### src/rtl/lmu_lqsignacc.sv
// lmu_lqsignacc: per-LQ Z/X sign accumulators that sit after lmu_lqsigngen.
// Interpret patches XOR-fold their temp sign lists into the accumulators.
// LQM patches pass their bits straight through. Each finalized
// (lqaddr, signZ, signX) is queued in a small output FIFO, which is drained
// by a valid/ready handshake.
module lmu_lqsignacc #(
  parameter int NUM_LQ     = 4,
  parameter int LQADDR_BW  = 2,
  parameter int FIFO_DEPTH = 4
) (
  input  logic                 clk,
  input  logic                 rst_n,
  input  logic                 acc_start,
  input  logic                 acc_end,
  input  logic                 pchinfo_valid,
  input  logic                 interp_mode,
  input  logic                 lqsign_valid,
  input  logic [LQADDR_BW-1:0] lqsign_valid_idx,
  input  logic [NUM_LQ-1:0]    lqsignZ_temp_list,
  input  logic [NUM_LQ-1:0]    lqsignX_temp_list,
  output logic [NUM_LQ-1:0]    lqsignZ_acc_reg,
  output logic [NUM_LQ-1:0]    lqsignX_acc_reg,
  output logic                 out_valid,
  input  logic                 out_ready,
  output logic [LQADDR_BW-1:0] out_lqaddr,
  output logic                 out_signZ,
  output logic                 out_signX,
  output logic                 busy,
  output logic                 seq_done,
  output logic                 ovf
);

  localparam int AW = $clog2(FIFO_DEPTH);
  localparam int CW = AW + 1;

  typedef enum logic [1:0] {
    S_IDLE,
    S_ACCUM,
    S_FLUSH
  } state_e;

  typedef struct packed {
    logic [LQADDR_BW-1:0] lqaddr;
    logic                 sign_z;
    logic                 sign_x;
  } entry_t;

  state_e            state_q;
  logic              seq_done_q;
  logic              ovf_q;
  logic [NUM_LQ-1:0] acc_z_q, acc_z_d;
  logic [NUM_LQ-1:0] acc_x_q, acc_x_d;
  entry_t            mem_q [FIFO_DEPTH];
  logic [AW-1:0]     wr_ptr_q, rd_ptr_q;
  logic [CW-1:0]     count_q;

  logic   fold_en;
  logic   push_req;
  logic   push_ok;
  logic   pop;
  logic   fifo_full;
  logic   fifo_empty;
  entry_t push_entry;

  assign fifo_full  = (count_q == CW'(FIFO_DEPTH));
  assign fifo_empty = (count_q == '0);
  assign pop        = out_valid & out_ready;
  assign push_ok    = push_req & (~fifo_full | pop);

  // Fold/push decode. Interpret entries capture the post-fold accumulator bit,
  // so a patch that both folds and finalizes reports its own contribution.
  always_comb begin
    // NOTE: every combinational output gets a default first so no path can
    // leave it unassigned and infer a latch.
    fold_en    = pchinfo_valid & interp_mode & (state_q == S_ACCUM);
    acc_z_d    = (acc_start ? '0 : acc_z_q) ^ (fold_en ? lqsignZ_temp_list : '0);
    acc_x_d    = (acc_start ? '0 : acc_x_q) ^ (fold_en ? lqsignX_temp_list : '0);
    push_req   = pchinfo_valid & lqsign_valid &
                 (~interp_mode | (state_q == S_ACCUM));
    push_entry = '{lqaddr: lqsign_valid_idx,
                   sign_z: interp_mode ? acc_z_d[lqsign_valid_idx]
                                       : lqsignZ_temp_list[lqsign_valid_idx],
                   sign_x: interp_mode ? acc_x_d[lqsign_valid_idx]
                                       : lqsignX_temp_list[lqsign_valid_idx]};
  end

  // Sequence FSM with the registered seq_done pulse on FLUSH->IDLE.
  always_ff @(posedge clk or negedge rst_n) begin
    if (!rst_n) begin
      state_q    <= S_IDLE;
      seq_done_q <= 1'b0;
    end else begin
      // NOTE: sequential state uses non-blocking assignments so every register
      // samples pre-edge values regardless of statement order.
      seq_done_q <= 1'b0;
      case (state_q)
        S_IDLE: begin
          if (acc_start) state_q <= S_ACCUM;
        end
        S_ACCUM: begin
          if (acc_start)    state_q <= S_ACCUM;
          else if (acc_end) state_q <= S_FLUSH;
        end
        S_FLUSH: begin
          if (acc_start) begin
            state_q <= S_ACCUM;
          end else if (fifo_empty && !push_req) begin
            state_q    <= S_IDLE;
            seq_done_q <= 1'b1;
          end
        end
        default: state_q <= S_IDLE;
      endcase
    end
  end

  // Z/X accumulators, fed back to lmu_lqsigngen.
  always_ff @(posedge clk or negedge rst_n) begin
    if (!rst_n) begin
      acc_z_q <= '0;
      acc_x_q <= '0;
    end else begin
      acc_z_q <= acc_z_d;
      acc_x_q <= acc_x_d;
    end
  end

  // Output FIFO: storage, pointers, occupancy and the sticky overflow flag.
  always_ff @(posedge clk or negedge rst_n) begin
    if (!rst_n) begin
      // NOTE: the storage is reset as well because the head is presented
      // directly on the outputs, which must read 0 while in reset.
      for (int i = 0; i < FIFO_DEPTH; i++) mem_q[i] <= '0;
      wr_ptr_q <= '0;
      rd_ptr_q <= '0;
      count_q  <= '0;
      ovf_q    <= 1'b0;
    end else begin
      if (push_ok) begin
        mem_q[wr_ptr_q] <= push_entry;
        wr_ptr_q        <= wr_ptr_q + AW'(1);
      end
      if (pop) rd_ptr_q <= rd_ptr_q + AW'(1);
      case ({push_ok, pop})
        2'b10:   count_q <= count_q + CW'(1);
        2'b01:   count_q <= count_q - CW'(1);
        default: count_q <= count_q;
      endcase
      if (push_req && fifo_full && !pop) ovf_q <= 1'b1;
    end
  end

  assign lqsignZ_acc_reg = acc_z_q;
  assign lqsignX_acc_reg = acc_x_q;
  assign out_valid       = ~fifo_empty;
  assign out_lqaddr      = mem_q[rd_ptr_q].lqaddr;
  assign out_signZ       = mem_q[rd_ptr_q].sign_z;
  assign out_signX       = mem_q[rd_ptr_q].sign_x;
  assign busy            = (state_q != S_IDLE);
  assign seq_done        = seq_done_q;
  assign ovf             = ovf_q;

endmodule

### config.mk
export PLATFORM = sky130hd
export DESIGN_NAME = lmu_lqsignacc
export DESIGN_NICKNAME = d
export VERILOG_FILES = /design/src/rtl/lmu_lqsignacc.sv
export SDC_FILE = /design/constraint.sdc
export NUM_CORES = 1
export LEC_CHECK = 0
export CORE_MARGIN = 2
export CORE_UTILIZATION = 52
export DETAILED_ROUTE_END_ITERATION = 10
export PLACE_DENSITY_LB_ADDON = 0.2
export SYNTH_ARGS = -nofsm -noshare
export SYNTH_HDL_FRONTEND = slang
export SYNTH_SLANG_ARGS = --single-unit
### constraint.sdc
create_clock -name clk -period 2.3 [get_ports clk]
set_input_delay 0.46 -clock clk [delete_from_list [all_inputs] [get_ports clk]]
set_output_delay 0.46 -clock clk [all_outputs]
set_load 0.005 [all_outputs]
==> flow_metrics.tcl, run 1 <==
set metrics [dict create \
    synth_top_family_by_area "multiplexers" \
    syn_area_um2 1900 \
    nFillCells 265 \
    synth_area_leaders "dfrtp_1 (46%), mux4_2 (9.5%), xor2_1 (5.1%)" \
    cp-start-kind "flip-flop" \
    synthDistinctLibCells 33 \
    multi_input_area_um2 887 \
    cp.arrival_ns 1.74 \
    layoutNonFillerInstCount 255 \
    startpoint "rd_ptr_q[0]" \
    drv_cap 0 \
    layout-drive-gt1-share_pct 24.4 \
    via_per_inst 5.22 \
    ys_seq_elements 35 \
    fin_tns_setup_ns 0 \
    h-tree-depth 2 \
    numCtsBuffers 5 \
    crit_family "multiplexers" \
    skew_ns 0.0123 \
    ff2ff_setup_slack_ns 0.21 \
    design.die.area_um2 4150 \
    die_y_um 64.4 \
    cts_tree "done" \
    ant_nets 0 \
    dp_hpwl_mm 2.91 \
    design_area_um2 2410 \
    placedCellCount 245 \
    die_x_um 64.4 \
    grt_usage_pct 21.4 \
    synth_top_area_share_pct 46.1 \
    initial_utilization_pct 55.6 \
    muxShareOfSynthArea_pct 18.5 \
    hold_class "reg -> reg" \
    grt-ovfl-total 0 \
    antenna_found_initial 0 \
    drv_slew 0 \
    placed_area_um2 2320 \
    slowest_delay_ns 0.51 \
    vias 1332 \
    synth_cells 161 \
    end_kind "primary output" \
    leakage_nw 1.10 \
    rsz0062_at_grt "false" \
    antenna_cells 0 \
    drtIter0Drc 42 \
    clkLatencyLatePin_ns 0.34 \
    nets 232 \
    path_cells "mux4_2 -> clkdlybuf4s50_1" \
    wl_mm 3.71 \
    syn_nets 185 \
    first_global_vias 1452 \
    clkTransAtPathRegs_ns 0.10 \
    yosys.area.top_type "dfrtp_1" \
    drtPass1Iterations 4 \
    worst_slack_ns 0.100 \
    worstPathRequired_ns 1.84 \
    wl_per_cell_um 14.5 \
    crit_type "reg -> out" \
    holdWs_ns 0.480 \
    timing.final.crit_share_pct 95.6 \
    crit_path_top_delay_cell "mux4_2" \
    setup_viol 0 \
    worst_pin_slew_ns 0.442 \
    row_count 21 \
    final_common_cell "dfrtp_1" \
    slew_headroom_pct 70.5 \
    p_per_area_nw_per_um2 955 \
    core-area_um2 3420 \
    crit_path_max_fanout 5 \
    area_delta_synth_final_pct 26.8 \
    pre_cts_slack_ns -0.232 \
    gp_congestion 0.876 \
    grt_max_degree 36 \
    irDropWorstVdd_v 0.000584 \
    syn_avg_cell_area_um2 11.8 \
    port_buffers 33 \
    clk_path_buf_depth 2 \
    grt_pass1_wl_mm 6.69 \
    synthXorXnorAreaFrac_pct 6.46 \
    cts_sinks 35 \
    min_from "ovf" \
    final_cell_mix "dfrtp_1 (34), clkdlybuf4s50_1 (32), buf_4 (17)" \
    cts_root_buf "clkbuf_4" \
    largest_reg_flops 16 \
    synthAdderAreaFrac_pct 4.35 \
    hold_viol 0 \
    num_io_pins 34 \
    cp_num_buf_inv 1 \
    yosys.area_share.simple_pct 12.7 \
    reg2reg_from "count_q[1]" \
    ys_seq_area_share_pct 46.1 \
    clock.fmax_mhz 455 \
    ys_warn_count 0 \
    synth_compound_area_share_pct 4.75 \
    status "finished clean" \
    drc 0 \
    min_period_ns 2.20 \
    area.sequential_um2 877 \
]
[synth_stat cells, drive strengths merged]
library cell,instances
clkbuf,7
mux2i,8
dfrtp,35
mux4,8
and4b,1
nand2b,1
ha,5
or3,1
nand3b,1
or2,3
xnor2,3
mux2,8
a21o,1
a211oi,1
xor2,11
o21ai,10
buf,3
inv,15
nand2,16
nor4b,2
nor2,1
fa,1
and2,5
and2b,6
nor2b,4
a21oi,4
[metrics by stage]
stage	utilization, %	power (mW)
final	70.5	2.30
after global routing	70.5	2.48
after CTS	70.0	2.31
after detailed placement	67.9	1.92
after global placement	67.9	1.86
after floorplan	-	1.53
[worst reg2reg max path, delay by kind of cell, from the launching register on]
kind	cells	cell delay [ns]
xor gates and xnor gates	2	0.30
DFF	1	0.42
buffers and inverters	3	0.30
AOI/OAI and AO/OA	1	0.04
and+or+nand+nor	2	0.44
adders and majority gates	2	0.53
[metal layers]
metal | track usage, % | part of all wire, % | up-vias
li1 | - | - | 630
met1 | 26.7 | 44 | 660
met5 | 0 | 0 | -
met4 | 7.98 | 1.7 | 0
met3 | 6.60 | 4.9 | 6
met2 | 35.0 | 49 | 36
[final timing paths]
path / end / cells after the start
min reg2reg: ovf / 1
max reg2reg: count_q[2] / 10
max in group asynchronous: rd_ptr_q[0] / 2
max: out_signX / 2
min: ovf / 1
min in group asynchronous: lqsignZ_acc_reg[1] / 2
[logic make-up after synthesis]
logic type	after synthesis
and+or+nand+nor	41
muxes	24
xor gates and xnor gates	14
DFF	35
AOI/OAI and AO/OA	16
adders and majority gates	6
buffers and inverters	25
[cell type report]
type                            instances  share of cell area (%)
Clock buffer                            8                    2.86
Inverter                               15                    2.34
Multi-Input combinational cell        101                    36.9
Sequential cell                        35                    36.4
Tap cell                               46                    2.39
Timing Repair Buffer                   50                    19.1
[where the power goes]
part           switching [mW]  total, mW  internal, mW  leakage, nW
Clock                   0.202      0.382         0.180       0.0386
Combinational           0.330      0.910         0.580        0.617
Sequential              0.167       1.01         0.840        0.440
[what timing repair did]
item / CTS / global route
hold buffers: 0 / 0
setup buffers: 0 / 2
endpoints found under the hold margin: 0 / 0
setup endpoints to repair: 4 / 4
resized for setup: 1 / 1
No activity file was read; power rests on OpenSTA's default activity.
==> inputs of run 2 (changes only) <==
Settings changed: CORE_MARGIN 2 to 8.
==> run 2 against run 1 <==
Non-clock buffer count up 3. Clock skew is 0.0042 ns lower. Count of clock-buffer cells in the layout unchanged. Maximum frequency is 1.4% lower. Sequential cell count is the same. Cell count up 2.0%. Critical endpoint unchanged. Largest power group unchanged. Highest routed layer unchanged.
==> flow_metrics.tcl, run 2 (synthesized netlist as in run 1, its figures left out) <==
set metrics [dict create \
    cts_sinks 35 \
    end_kind "primary output" \
    h-tree-depth 2 \
    wl_per_cell_um 15.8 \
    leakage_nw 1.11 \
    core-area_um2 3580 \
    wl_met1_mm 1.67 \
    min_period_ns 2.23 \
    die_y_um 76.4 \
    antenna_cells 0 \
    numCtsBuffers 5 \
    timing.final.crit_share_pct 96.9 \
    drv_cap 0 \
    wl_met3_um 256 \
    dp_hpwl_mm 3.21 \
    grt_pass1_wl_mm 7.19 \
    grt_max_degree 36 \
    cts_tree "done" \
    first_global_vias 1533 \
    clkTransAtPathRegs_ns 0.11 \
    layout-drive-gt1-share_pct 25.9 \
    setup_viol 0 \
    worstPathRequired_ns 1.84 \
    drv_slew 0 \
    design_area_um2 2440 \
    cts_root_buf "clkbuf_4" \
    slew_headroom_pct 70.5 \
    drtIter0Drc 56 \
    crit_path_top_delay_cell "mux4_2" \
    via_per_inst 5.11 \
    vias 1329 \
    grt-ovfl-total 0 \
    final_common_cell "dfrtp_1" \
    clk_path_buf_depth 2 \
    hold_buffers 0 \
    worst_pin_slew_ns 0.442 \
    slowest_delay_ns 0.53 \
    num_io_pins 34 \
    wl_met2_mm 2.12 \
    cp.arrival_ns 1.77 \
    nets 235 \
    antenna_found_initial 0 \
    path_cells "mux4_2 -> clkdlybuf4s50_1" \
    initial_utilization_pct 53.0 \
    gp_congestion 0.790 \
    port_buffers 33 \
    cp-start-kind "flip-flop" \
    drc 0 \
    hold_viol 0 \
    design.die.area_um2 5840 \
    p_per_area_nw_per_um2 965 \
    drtPass1Iterations 4 \
    clkLatencyLatePin_ns 0.34 \
    clock.fmax_mhz 448 \
    holdWs_ns 0.486 \
    row_count 22 \
    placed_area_um2 2340 \
    layoutNonFillerInstCount 260 \
    rsz0062_at_grt "true" \
    crit_path_max_fanout 5 \
    largest_reg_flops 16 \
    reg2regPathDepth 10 \
    final_cell_mix "dfrtp_1 (34), clkdlybuf4s50_1 (32), buf_4 (20)" \
    grt_usage_pct 15.1 \
    ant_nets 0 \
    crit_type "reg -> out" \
    skew_ns 0.00807 \
    highest_layer "met4" \
    hold_class "reg -> reg" \
    area_delta_synth_final_pct 28.5 \
    placedCellCount 249 \
    final_core_util_pct 68.1 \
    status "finished clean" \
    min_path_cells 1 \
    irDropWorstVdd_v 0.000393 \
    wl_mm 4.12 \
    die_x_um 76.4 \
]
run 2: final timing paths:
check / slack (ns) / to / startpoint
hold reg to reg: 0.49 / ovf / ovf
max in group asynchronous: 1.45 / rd_ptr_q[0] / rst_n
min in group asynchronous: 0.52 / mem_q[13] / rst_n
hold / removal: 0.49 / ovf / ovf
setup reg to reg: 0.18 / count_q[2] / count_q[1]
setup / recovery: 0.07 / out_signX / rd_ptr_q[0]
run 2: layer usage:
| metal | vias to the layer above | track usage (%) |
|---|---|---|
| met4 | 0 | 5.19 |
| met5 | - | 0 |
| li1 | 635 | - |
| met3 | 7 | 5.78 |
| met1 | 648 | 16.2 |
| met2 | 39 | 26.3 |
run 2: power by group:
group          internal (mW)  switching (mW)
clock network          0.180           0.206
logic                  0.600           0.351
registers              0.840           0.176
run 2: what timing repair did:
action | in CTS | in global routing
resized for setup | 1 | 2
setup buffers | 1 | 2
setup endpoints to repair | 4 | 5
run 2: area by class of cell:
type / count / area [um2]
Tap cell: 48 / 60.1
Inverter: 15 / 56.3
Multi-Input combinational cell: 101 / 893
Timing Repair Buffer: 53 / 483
Sequential cell: 35 / 877
Fill cell: 287 / 1140
Clock buffer: 8 / 68.8
run 2: per-stage QoR:
stage	total power [mW]	TNS, ns	setup WS, ns
final	2.35	0	0.0702
after global routing	2.54	-0.0281	-0.0281
after CTS	2.36	0	0.00639
after detailed placement	1.95	-0.590	-0.284
after global placement	1.87	-0.105	-0.105
after floorplan	1.53	0	0.238
run 2: worst max-delay path: cells and delay by family, from the launching register on:
kind                   cells  cell delay [ns]
multiplexers               1             0.53
flip-flops                 1             0.45
buffers and inverters      1             0.46
==> inputs of run 3 (changes only) <==
Settings changed: CTS_BUF_LIST set to sky130_fd_sc_hd__clkbuf_16.
==> run 3 against run 2 <==
Non-clock buffer count decreased by 2. Global-route usage up 0.095 points. Register-to-register slack gained 0.12 ns. Setup slack gained 0.034 ns. Clock skew down 0.0053 ns. Via count decreased by 1.1%. Design area up 2.4%. Maximum frequency up 1.6%. Sequential cell count stayed put. Clock power rose by 62%. Critical path type unchanged. Largest power group unchanged.
==> flow_metrics.tcl, run 3 (synthesized netlist as in run 1, its figures left out) <==
set metrics [dict create \
    timing.final.crit_share_pct 95.5 \
    via_per_inst 5.10 \
    drc 0 \
    cts_tree "done" \
    cts_sinks 35 \
    drtPass1Iterations 4 \
    worst_pin_slew_ns 0.442 \
    hold_viol 0 \
    clock.fmax_mhz 455 \
    gp_congestion 0.790 \
    final_core_util_pct 69.8 \
    dp_hpwl_mm 3.21 \
    clkTransAtPathRegs_ns 0.05 \
    setup_viol 0 \
    area_delta_synth_final_pct 31.5 \
    clk_path_buf_depth 2 \
    vias 1315 \
    grt_pass1_wl_mm 7.19 \
    antenna_found_initial 0 \
    layout-drive-gt1-share_pct 25.2 \
    leakage_nw 1.13 \
    die_x_um 76.4 \
    wl_mm 4.14 \
    hold_class "reg -> reg" \
    die_y_um 76.4 \
    holdWs_ns 0.473 \
    cp-start-kind "flip-flop" \
    skew_ns 0.00274 \
    status "finished clean" \
    core-area_um2 3580 \
    clkLatencyLatePin_ns 0.28 \
    initial_utilization_pct 53.0 \
    first_global_vias 1514 \
    numCtsBuffers 5 \
    drtIter0Drc 74 \
    end_kind "primary output" \
    cp.arrival_ns 1.74 \
    largest_reg_flops 16 \
    irDropWorstVdd_v 0.000664 \
    crit_type "reg -> out" \
    grt_max_degree 36 \
    slew_headroom_pct 70.5 \
    drv_cap 0 \
    drv_slew 0 \
    p_per_area_nw_per_um2 1030 \
    grt-ovfl-total 0 \
    grt_usage_pct 15.2 \
    num_io_pins 34 \
    final_common_cell "dfrtp_1" \
    worstPathRequired_ns 1.84 \
    min_period_ns 2.20 \
    nets 233 \
    h-tree-depth 2 \
    wl_per_cell_um 16.0 \
    design.die.area_um2 5840 \
    final_cell_mix "dfrtp_1 (34), clkdlybuf4s50_1 (32), buf_4 (18)" \
    cts_root_buf "clkbuf_16" \
    rsz0062_at_grt "false" \
    crit_path_max_fanout 6 \
    port_buffers 33 \
    row_count 22 \
    ant_nets 0 \
    antenna_cells 0 \
]
## run 3: changes by cell type in the layout (fill, tap and decap cells not counted), moves of 2 or more
cell,before,now
clkbuf_4,5,0
clkbuf_16,0,5
clkinv_1,0,2
buf_4,20,18
clkbuf_8,2,0
## run 3: timing repair
action	4_1_cts	5_1_grt
endpoints found under the setup margin	4	1
hold buffers	0	0
resized for setup	1	4
pin swaps	0	2
buffers inserted	0	1
## run 3: worst paths after layout
check	endpoint	depth (start not counted)	slack [ns]	start
setup reg to reg	count_q[2]	10	0.30	count_q[0]
min in group asynchronous	mem_q[12]	2	0.59	rst_n
setup / recovery	out_signX	2	0.10	rd_ptr_q[0]
hold / removal	ovf	1	0.47	ovf
max in group asynchronous	rd_ptr_q[0]	2	1.37	rst_n
hold reg to reg	ovf	1	0.47	ovf
## run 3: final cells by class
| cell class | instances | area, um2 |
|---|---|---|
| fill | 279 | 1080 |
| multi-input combinational | 101 | 898 |
| sequential | 35 | 877 |
| timing repair buffer | 51 | 468 |
| clock buffer | 5 | 125 |
| tap | 48 | 60.1 |
| inverter | 15 | 56.3 |
| clock inverter | 3 | 11.3 |
## run 3: where the power goes
group	internal (mW)	total [mW]	switching, mW	leakage (nW)
Sequential	0.843	1.03	0.187	0.440
Clock	0.389	0.625	0.236	0.0701
Combinational	0.582	0.923	0.340	0.619
Total	1.81	2.58	0.763	1.13
## run 3: worst max-delay path: stages (launching register included)
cell             delay [ns]
dfrtp_2                0.47
mux4_2                 0.54
clkdlybuf4s50_1        0.46
## run 3: layer usage
metal | global-route usage, % | vias to the layer above | wire length [um]
met5 | 0 | - | 0
li1 | - | 630 | -
met1 | 16.3 | 646 | 1700
met2 | 26.4 | 32 | 2130
met4 | 6.35 | 0 | 70
met3 | 5.31 | 7 | 242
## run 3: through the flow
stage | TNS, ns | std cells | area, um2 | power, mW | worst slack (ns)
floorplan | 0 | 161 | 1900 | 1.53 | 0.238
global placement | -0.105 | 249 | 2340 | 1.87 | -0.105
detailed placement | -0.590 | 249 | 2340 | 1.95 | -0.284
CTS | 0 | 257 | 2470 | 2.60 | 0.0406
global route | 0 | 258 | 2500 | 2.76 | 0.0506
finish | 0 | 258 | 2500 | 2.58 | 0.104
